**config.mk**
```make
export PLATFORM = sky130hd
export DESIGN_NAME = sr165_reader_flat
export DESIGN_NICKNAME = d
export VERILOG_FILES = /design/src/rtl/sr165_reader_if.sv /design/src/rtl/sr165_reader.sv /design/src/flat_wrapper.sv
export SDC_FILE = /design/constraint.sdc
export NUM_CORES = 1
export LEC_CHECK = 0
export ABC_AREA = 1
export CORE_ASPECT_RATIO = 0.6
export CORE_MARGIN = 2
export CORE_UTILIZATION = 45
export CTS_CLUSTER_DIAMETER = 30
export DETAILED_ROUTE_END_ITERATION = 8
export PLACE_DENSITY = 0.65
export SETUP_SLACK_MARGIN = 0.15
export SYNTH_ARGS = -nofsm -noshare
export SYNTH_HDL_FRONTEND = slang
export SYNTH_SLANG_ARGS = --single-unit
```
**constraint.sdc**
```tcl
create_clock -name clk -period 1.29 [get_ports clk]
set_input_delay 0.3225 -clock clk [delete_from_list [all_inputs] [get_ports clk]]
set_output_delay 0.3225 -clock clk [all_outputs]
set_load 0.1 [all_outputs]
```
**src/rtl/sr165_reader_if.sv**
```systemverilog
`default_nettype none
// ============================================================================
//  Module      : sr165_reader_if
//  Description : Bus bundle between the 74LV165 chain controller and the core.
//                slave  = controller side (sr165_reader)
//                master = core / chain side
//  Signals     : i_start, i_cont, i_ser   core/chain -> controller
//                o_shld, o_serclk         controller -> chain pins
//                o_busy, o_valid, o_data  controller -> core
//                o_changed                only with SR165_CHANGE_DETECT_EN
//  Revision    : 1.0  initial release
// ============================================================================
interface sr165_reader_if #(
  parameter int WIDTH = 8
);
  logic             i_start;
  logic             i_cont;
  logic             i_ser;
  logic             o_shld;
  logic             o_serclk;
  logic             o_busy;
  logic             o_valid;
  logic [WIDTH-1:0] o_data;
`ifdef SR165_CHANGE_DETECT_EN
  logic             o_changed;

  modport slave  (input  i_start, i_cont, i_ser,
                  output o_shld, o_serclk, o_busy, o_valid, o_data, o_changed);
  modport master (output i_start, i_cont, i_ser,
                  input  o_shld, o_serclk, o_busy, o_valid, o_data, o_changed);
`else
  modport slave  (input  i_start, i_cont, i_ser,
                  output o_shld, o_serclk, o_busy, o_valid, o_data);
  modport master (output i_start, i_cont, i_ser,
                  input  o_shld, o_serclk, o_busy, o_valid, o_data);
`endif
endinterface
`default_nettype wire

```
**src/rtl/sr165_reader.sv**
```systemverilog
`default_nettype none
// ============================================================================
//  Module      : sr165_reader
//  Description : Controller for a daisy-chained 74LV165 PISO chain. Drives
//                SH/LD and the serial clock, deserialises the chain output
//                into a WIDTH-bit word and strobes o_valid for one cycle.
//                Frames run on i_start (single shot) or back-to-back while
//                i_cont is high.
//  Parameters  : WIDTH  chain length in bits (1..32)
//                DIV    clk cycles per serial step (>= 1)
//  Ports       : clk    system clock (rising edge)
//                reset  asynchronous active-high reset
//                bus    sr165_reader_if.slave (see interface header)
//  Options     : SR165_CHANGE_DETECT_EN adds bus.o_changed, pulsed with
//                o_valid when the new word differs from the previous one.
//  Revision    : 1.0  initial release
// ============================================================================
module sr165_reader #(
  parameter int WIDTH = 8,
  parameter int DIV   = 1
) (
  input  logic          clk,
  input  logic          reset,
  sr165_reader_if.slave bus
);

  localparam int SW = $clog2(2 * WIDTH + 2);
  localparam int PW = (DIV > 1) ? $clog2(DIV) : 1;
  localparam logic [PW-1:0] C_PRE_MAX   = PW'(DIV - 1);
  localparam logic [SW-1:0] C_LAST_STEP = SW'(2 * WIDTH + 1);

  typedef enum logic [2:0] {
    S_IDLE     = 3'd0,
    S_LOAD     = 3'd1,
    S_SETUP    = 3'd2,
    S_SHIFT_LO = 3'd3,
    S_SHIFT_HI = 3'd4,
    S_DONE     = 3'd5
  } state_t;

  state_t           r_state;
  logic [PW-1:0]    r_pre;
  logic [SW-1:0]    r_step;
  logic [WIDTH-1:0] r_sr;
  logic             r_shld;
  logic             r_serclk;
  logic             r_busy;
  logic             r_valid;
  logic [WIDTH-1:0] r_data;
`ifdef SR165_CHANGE_DETECT_EN
  logic             r_changed;
`endif

  logic             w_wrap;
  logic             w_timed;
  logic [WIDTH-1:0] w_sr_next;

  assign w_wrap    = (r_pre == C_PRE_MAX);
  // Steps LOAD..SHIFT_HI are paced by the prescaler; IDLE and DONE are not.
  assign w_timed   = (r_state != S_IDLE) && (r_state != S_DONE);
  // Shift left with the new sample in the LSB; written as shift+OR so that
  // WIDTH=1 needs no special case.
  assign w_sr_next = (r_sr << 1) | WIDTH'(bus.i_ser);

  // Outputs are registered from the current state, so each pin waveform
  // trails the state register by one clk. This gives a start-to-valid
  // latency of (2*WIDTH+2)*DIV+1 and a continuous period one cycle longer.
  always_ff @(posedge clk or posedge reset) begin
    if (reset) begin
      r_state  <= S_IDLE;
      r_pre    <= '0;
      r_step   <= '0;
      r_sr     <= '0;
      r_shld   <= 1'b1;
      r_serclk <= 1'b1;
      r_busy   <= 1'b0;
      r_valid  <= 1'b0;
      r_data   <= '0;
`ifdef SR165_CHANGE_DETECT_EN
      r_changed <= 1'b0;
`endif
    end else begin
      r_valid <= 1'b0;
`ifdef SR165_CHANGE_DETECT_EN
      r_changed <= 1'b0;
`endif
      if (w_timed) begin
        r_pre <= w_wrap ? '0 : r_pre + 1'b1;
        if (w_wrap) begin
          r_step <= r_step + 1'b1;
        end
      end

      case (r_state)
        S_IDLE: begin
          r_shld   <= 1'b1;
          r_serclk <= 1'b1;
          r_busy   <= 1'b0;
          if (bus.i_start | bus.i_cont) begin
            r_state <= S_LOAD;
            r_pre   <= '0;
            r_step  <= '0;
          end
        end
        S_LOAD: begin
          r_shld   <= 1'b0;
          r_serclk <= 1'b1;
          r_busy   <= 1'b1;
          if (w_wrap) r_state <= S_SETUP;
        end
        S_SETUP: begin
          // SH/LD back high for a full step before the first clock edge so
          // QH of the last chip has settled.
          r_shld   <= 1'b1;
          r_serclk <= 1'b1;
          r_busy   <= 1'b1;
          if (w_wrap) r_state <= S_SHIFT_LO;
        end
        S_SHIFT_LO: begin
          r_shld   <= 1'b1;
          r_serclk <= 1'b0;
          r_busy   <= 1'b1;
          // Sample at the end of the low phase, just before the rising edge
          // that moves the chain on.
          if (w_wrap) begin
            r_sr    <= w_sr_next;
            r_state <= S_SHIFT_HI;
          end
        end
        S_SHIFT_HI: begin
          r_shld   <= 1'b1;
          r_serclk <= 1'b1;
          r_busy   <= 1'b1;
          if (w_wrap) begin
            r_state <= (r_step == C_LAST_STEP) ? S_DONE : S_SHIFT_LO;
          end
        end
        S_DONE: begin
          r_shld   <= 1'b1;
          r_serclk <= 1'b1;
          r_busy   <= 1'b0;
          r_valid  <= 1'b1;
          r_data   <= r_sr;
`ifdef SR165_CHANGE_DETECT_EN
          r_changed <= (r_sr != r_data);
`endif
          r_pre    <= '0;
          r_step   <= '0;
          r_state  <= S_IDLE;
        end
        default: begin
          r_state <= S_IDLE;
        end
      endcase
    end
  end

  assign bus.o_shld   = r_shld;
  assign bus.o_serclk = r_serclk;
  assign bus.o_busy   = r_busy;
  assign bus.o_valid  = r_valid;
  assign bus.o_data   = r_data;
`ifdef SR165_CHANGE_DETECT_EN
  assign bus.o_changed = r_changed;
`endif

endmodule
`default_nettype wire
```
**src/flat_wrapper.sv**
```systemverilog
// flat-port wrapper written by rule: the top's interface ports become plain ports
module sr165_reader_flat 
#(
  parameter int WIDTH = 8,
  parameter int DIV   = 1
)
  (clk, reset, bus_i_start, bus_i_cont, bus_i_ser, bus_o_shld, bus_o_serclk, bus_o_busy, bus_o_valid, bus_o_data);
  sr165_reader_if #(.WIDTH(WIDTH)) bus_i ();
  input  logic clk;
  input  logic reset;
  input wire logic [$bits(bus_i.i_start)-1:0] bus_i_start;
  input wire logic [$bits(bus_i.i_cont)-1:0] bus_i_cont;
  input wire logic [$bits(bus_i.i_ser)-1:0] bus_i_ser;
  output wire logic [$bits(bus_i.o_shld)-1:0] bus_o_shld;
  output wire logic [$bits(bus_i.o_serclk)-1:0] bus_o_serclk;
  output wire logic [$bits(bus_i.o_busy)-1:0] bus_o_busy;
  output wire logic [$bits(bus_i.o_valid)-1:0] bus_o_valid;
  output wire logic [$bits(bus_i.o_data)-1:0] bus_o_data;
  assign bus_i.i_start = bus_i_start;
  assign bus_i.i_cont = bus_i_cont;
  assign bus_i.i_ser = bus_i_ser;
  assign bus_o_shld = bus_i.o_shld;
  assign bus_o_serclk = bus_i.o_serclk;
  assign bus_o_busy = bus_i.o_busy;
  assign bus_o_valid = bus_i.o_valid;
  assign bus_o_data = bus_i.o_data;
  sr165_reader #(.WIDTH(WIDTH), .DIV(DIV)) u_core (.clk(clk), .reset(reset), .bus(bus_i));
endmodule
```
==> flow_metrics.py, run 1 <==
metrics = {
    "finish": {
        "final_cell_count_no_fill": 226,
        "fin_nets": 198,
        "post-route-util": 0.768,
        "area_delta_synth_final_pct": 65.8,
        "fillers": 171,
        "n_antenna_cell": 0,
        "fin_area_um2": 2160,
        "drive_above_1_share": 0.568,
        "seqCellArea_um2": 752,
        "multi_input_area_um2": 701,
    },
    "global_routing": {
        "grt.overflow.total": 0,
        "grt_pass1_vias": 1076,
        "grt_pass1_wl_mm": 5.04,
        "antenna_found_initial": 0,
        "grt_max_degree": 30,
        "grt_util_all_layers": 0.210,
    },
    "critical_path": {
        "slowest_delay_ns": 0.63,
        "crit_type": "flip-flop to output pin",
        "cp_max_fo": 2,
        "cp.arrival_ns": 1.08,
        "crit_path_end_kind": "output pin",
        "r2r-start": "u_core.r_state[1]",
        "critPathBufInv": 1,
        "cp-startpoint": "u_core.bus.o_serclk",
        "reg2reg_to": "u_core.r_state[1]",
        "r2r_slack_ns": -0.04,
        "reg2reg_depth": 8,
        "cp_num_cells": 1,
        "worstPathRequired_ns": 0.97,
        "crit_chain": "buf_12",
        "critical_path.startpoint_type": "flip-flop",
        "cp_top_family": "flip-flops",
        "cpMaxStageDelayCell": "dfstp_4",
    },
    "timing": {
        "hold_ws_ns": 0.378,
        "setup_slack_ns": -0.114,
        "finalMaxSlewViolations": 0,
        "fmax_ghz": 0.712,
        "post-route-min-period_ns": 1.40,
        "rsz0062_at_grt": "yes",
        "hold_violations": 0,
        "worst_pin_slew_ns": 0.283,
        "fin_crit_sh": 1.09,
        "final-setup-viol-count": 5,
        "finalClockSkew_ns": 0.00541,
        "maxSlewHeadroom": 0.811,
    },
    "drt": {
        "wirelength_mm": 3.61,
        "num_vias": 1211,
        "drt_iter0_drc": 103,
        "drtPass1Iterations": 4,
        "drc": 0,
        "vias_per_cell": 5.36,
        "ant_nets": 0,
        "routedWlPerCell_um": 16.0,
    },
    "clocking": {
        "clockBufferDepth": 2,
        "cts_tree": "done",
        "cts.sinks": 29,
        "hold_buffers": 0,
        "numCtsBuffers": 5,
        "clkTransAtPathRegs_ns": 0.07,
        "cts_root_buf": "clkbuf_8",
        "clkLatencyLatePin_ns": 0.28,
        "h-tree-depth": 2,
    },
    "die": {
        "placementRows": 15,
        "die-height_um": 45.7,
        "start_util": 0.464,
        "fp.coreArea_um2": 2820,
        "die-area_um2": 3360,
        "io_pins": 17,
        "dieWidth_um": 73.5,
    },
    "place": {
        "dpl-instance-area_um2": 1690,
        "place.gp.congestion": 0.896,
        "dp.final_hpwl_mm": 1.99,
        "io_buffers": 16,
        "post-place-cells": 207,
    },
    "synthesis": {
        "synth.distinct_cells": 19,
        "synth-warning-count": 0,
        "synth_seq_cells": 29,
        "syn_area_um2": 1310,
        "syn-num-nets": 162,
        "yosysSeqAreaShare": 0.558,
        "avgSynthCellArea_um2": 8.42,
        "post_synth_inst_count": 155,
    },
    "status": {
        "outcome": "finished, violations left",
        "violations": "setup timing",
    },
    "worst_hold_path": {
        "hp-class": "input port to async pin",
    },
    "run": {
        "cap_viol_max_count": 0,
    },
}
-- Yosys cell counts --
master | instances | area, um^2
a21oi_1 | 6 | 30.0
a2bb2oi_1 | 1 | 8.76
buf_2 | 2 | 10.0
buf_6 | 1 | 11.3
dfrtp_1 | 27 | 676
dfstp_2 | 2 | 52.6
ha_1 | 2 | 25.0
inv_1 | 19 | 71.3
inv_2 | 3 | 11.3
nand2_1 | 44 | 165
nand2_2 | 3 | 18.8
nand3_1 | 11 | 55.1
nand3_2 | 2 | 20.0
nand4_1 | 2 | 12.5
nor2_1 | 12 | 45.0
nor2_2 | 1 | 6.26
o21ai_0 | 8 | 40.0
o21ai_1 | 8 | 40.0
o22ai_1 | 1 | 6.26
-- per-stage QoR --
step	setup TNS (ns)	setup WS (ns)
3_5_place_dp	-1.39	-0.242
5_1_grt	-0.595	-0.133
2_1_floorplan	0	0.156
6_report	-0.303	-0.114
4_1_cts	-0.235	-0.118
3_3_place_gp	-0.786	-0.126
-- worst max-delay path by stage --
| stage | slack, ns | endpoint |
|---|---|---|
| after floorplan | 0.16 | u_core.r_state[2] |
| after global placement | -0.13 | u_core.r_step[0] |
| after detailed placement | -0.24 | u_core.r_step[1] |
| after CTS | -0.12 | bus_o_shld |
| after global routing | -0.13 | bus_o_serclk |
| final | -0.11 | bus_o_serclk |
-- area by class of cell --
cell class              instances  area share
clock buffers                   6      0.0382
inverters                      22      0.0451
clock inverters                 2      0.0174
well taps                      34      0.0197
flip-flops and latches         29       0.348
multi-input cells             102       0.324
repair buffers                 31       0.208
-- state kept, by name, summed over array words and instances (netlist names) --
register,count
u_core.bus.o_busy,1
u_core.bus.o_data,8
u_core.bus.o_serclk,1
u_core.bus.o_shld,1
u_core.bus.o_valid,1
u_core.r_pre,1
u_core.r_sr,8
u_core.r_state,3
u_core.r_step,5
-- repair_timing --
action,in CTS,in global routing
pin swaps,10,11
setup endpoints to repair,37,37
gates cloned,0,2
gates resized for setup,41,40
setup buffers,6,3
-- kinds of logic (layout without fill, tap and decap cells) --
group,count (synthesis),count (layout),synth area share
fa+ha+maj,2,2,0.0192
simple gates,75,76,0.247
flops,29,29,0.558
compound gates,24,24,0.0959
buf+inv,25,61,0.0796
-- tightest hold or removal path, delay by kind of cell --
| kind | cells | cell delay [ns] |
|---|---|---|
| buf+inv | 3 | 0.69 |
-- cells in the final DEF, fill, tap and decap left out, drive strengths merged --
master          n
o21ai          16
bufinv          1
inv            21
buf            26
a21oi           6
clkbuf          7
clkinv          1
nand2          48
nor2           13
ha              2
clkdlybuf4s50   4
o22ai           1
nand3          13
dfrtp          27
dfstp           2
nand4           2
clkinvlp        1
a2bb2oi         1
-- layer usage --
layer  vias to the layer above  wire [um]  global-route usage
li1                        564          -                   -
met1                       581       1490               0.276
met2                        55       1800               0.332
met3                        11        233              0.0642
met4                         0         80              0.0764
met5                         -          0                   0
Power of run 1 is not shown: default switching activity piles up to over one toggle a cycle in this logic, so the estimate is an artifact.
==> inputs of run 2 (changes only) <==
- CORE_ASPECT_RATIO: 0.6 -> 2
==> run 2 against run 1 <==
The flow still finishes with violations (setup timing); via count rose by 2.4%; non-clock buffer count increased by 1; die area up 0.36%; worst setup slack got worse by 0.0056 ns; core utilization increased by 2.7 points; clock skew increased by 0.0033 ns; critical path type unchanged; critical endpoint is now bus_o_shld; largest cell class is now multi-input combinational cells; highest routed layer unchanged.
==> flow_metrics.py, run 2 (synthesized netlist as in run 1, its figures left out) <==
metrics = {
    "global_routing": {
        "grt_util_all_layers": 0.202,
        "grt_max_degree": 30,
        "antenna_found_initial": 0,
        "grt_pass1_wl_mm": 5.08,
        "grt_pass1_vias": 1196,
        "grt.overflow.total": 0,
    },
    "clocking": {
        "clkTransAtPathRegs_ns": 0.07,
        "cts.sinks": 29,
        "clkLatencyLatePin_ns": 0.28,
        "numCtsBuffers": 5,
        "clockBufferDepth": 2,
        "hold_buffers": 0,
        "cts_root_buf": "clkbuf_8",
        "cts_tree": "done",
        "h-tree-depth": 2,
    },
    "critical_path": {
        "reg2reg_depth": 8,
        "critical_path.startpoint_type": "flip-flop",
        "crit_chain": "buf_12",
        "r2r-start": "u_core.r_state[1]",
        "cp.arrival_ns": 1.09,
        "critPathBufInv": 1,
        "cp_top_family": "flip-flops",
        "crit_path_end_kind": "output pin",
        "cp_max_fo": 2,
        "worstPathRequired_ns": 0.97,
        "r2r_slack_ns": -0.02,
        "cp_num_cells": 1,
        "cp-startpoint": "u_core.bus.o_shld",
        "cpMaxStageDelayCell": "dfstp_4",
        "crit_end": "bus_o_shld",
        "slowest_delay_ns": 0.63,
        "reg2reg_to": "u_core.r_state[1]",
        "crit_type": "flip-flop to output pin",
    },
    "timing": {
        "fmax_ghz": 0.709,
        "fin_crit_sh": 1.09,
        "final-setup-viol-count": 5,
        "worst_pin_slew_ns": 0.261,
        "rsz0062_at_grt": "yes",
        "finalMaxSlewViolations": 0,
        "post-route-min-period_ns": 1.41,
        "maxSlewHeadroom": 0.824,
        "setup_slack_ns": -0.120,
        "finalClockSkew_ns": 0.00867,
        "hold_violations": 0,
    },
    "finish": {
        "final_cell_mix": "nand2_2 (23), nand2_1 (14), inv_1 (14), buf_12 (14), dfrtp_1 (14)",
        "post-route-util": 0.795,
        "fillers": 171,
        "multi_input_area_um2": 754,
        "seqCellArea_um2": 752,
        "drive_above_1_share": 0.622,
        "layout_commonest_cell": "nand2_2",
        "n_antenna_cell": 0,
        "area_delta_synth_final_pct": 68.8,
        "fin_nets": 199,
    },
    "drt": {
        "vias_per_cell": 5.59,
        "drt_iter0_drc": 16,
        "wirelength_mm": 3.79,
        "num_vias": 1240,
        "drtPass1Iterations": 4,
        "routedWlPerCell_um": 17.1,
        "ant_nets": 0,
        "drc": 0,
    },
    "run": {
        "cap_viol_max_count": 0,
    },
    "place": {
        "place.gp.congestion": 0.901,
        "io_buffers": 16,
        "dp.final_hpwl_mm": 1.99,
    },
    "status": {
        "outcome": "finished, violations left",
        "violations": "setup timing",
    },
    "die": {
        "io_pins": 17,
        "start_util": 0.471,
        "die-area_um2": 3370,
        "dieWidth_um": 42.1,
        "die-height_um": 80.2,
        "placementRows": 27,
        "fp.coreArea_um2": 2770,
    },
    "worst_hold_path": {
        "hp-class": "input port to async pin",
    },
}
[run 2: cell type report]
cell class	instances	area share
clock inverter	1	0.00227
sequential	29	0.341
multi-input combinational	102	0.342
timing repair buffer	32	0.210
inverter	22	0.0443
tap	29	0.0165
clock buffer	7	0.0437
[run 2: metal layers]
| layer | track usage | vias up | routed length (um) | share of wire |
|---|---|---|---|---|
| li1 | - | 571 | - | - |
| met4 | 0.131 | 0 | 131 | 0.035 |
| met1 | 0.195 | 622 | 1220 | 0.32 |
| met2 | 0.367 | 32 | 2310 | 0.61 |
| met5 | 0 | - | 0 | 0 |
| met3 | 0.0494 | 15 | 127 | 0.034 |
[run 2: worst min-delay path by stage]
stage | from | endpoint | slack [ns] | cells after the start
finish | reset | u_core.bus.o_data[7] | 0.37 | 3
global route | reset | u_core.bus.o_data[7] | 0.43 | 3
CTS | reset | u_core.bus.o_data[7] | 0.38 | 3
detailed placement | u_core.r_sr[5] | u_core.r_sr[5] | 0.48 | 2
global placement | u_core.r_sr[7] | u_core.bus.o_data[7] | 0.47 | 2
floorplan | reset | u_core.r_pre | 0.40 | 1
[run 2: metrics by stage]
stage	instances	hold slack (ns)	TNS (ns)	setup WS [ns]	instance area, um^2
after detailed placement	204	0.479	-1.02	-0.176	1700
after floorplan	155	0.398	0	0.156	1340
final	222	0.371	-0.265	-0.120	2200
after CTS	212	0.379	-0.242	-0.124	1890
after global routing	222	0.431	-0.481	-0.129	2200
after global placement	204	0.468	-0.751	-0.125	1700
[run 2: repair_timing]
action	in CTS	in global routing
gates resized for setup	27	72
gates cloned	0	2
pin swaps	5	18
endpoints found under the setup margin	30	38
setup buffers	0	8
Power of run 2 is left out for the same reason.
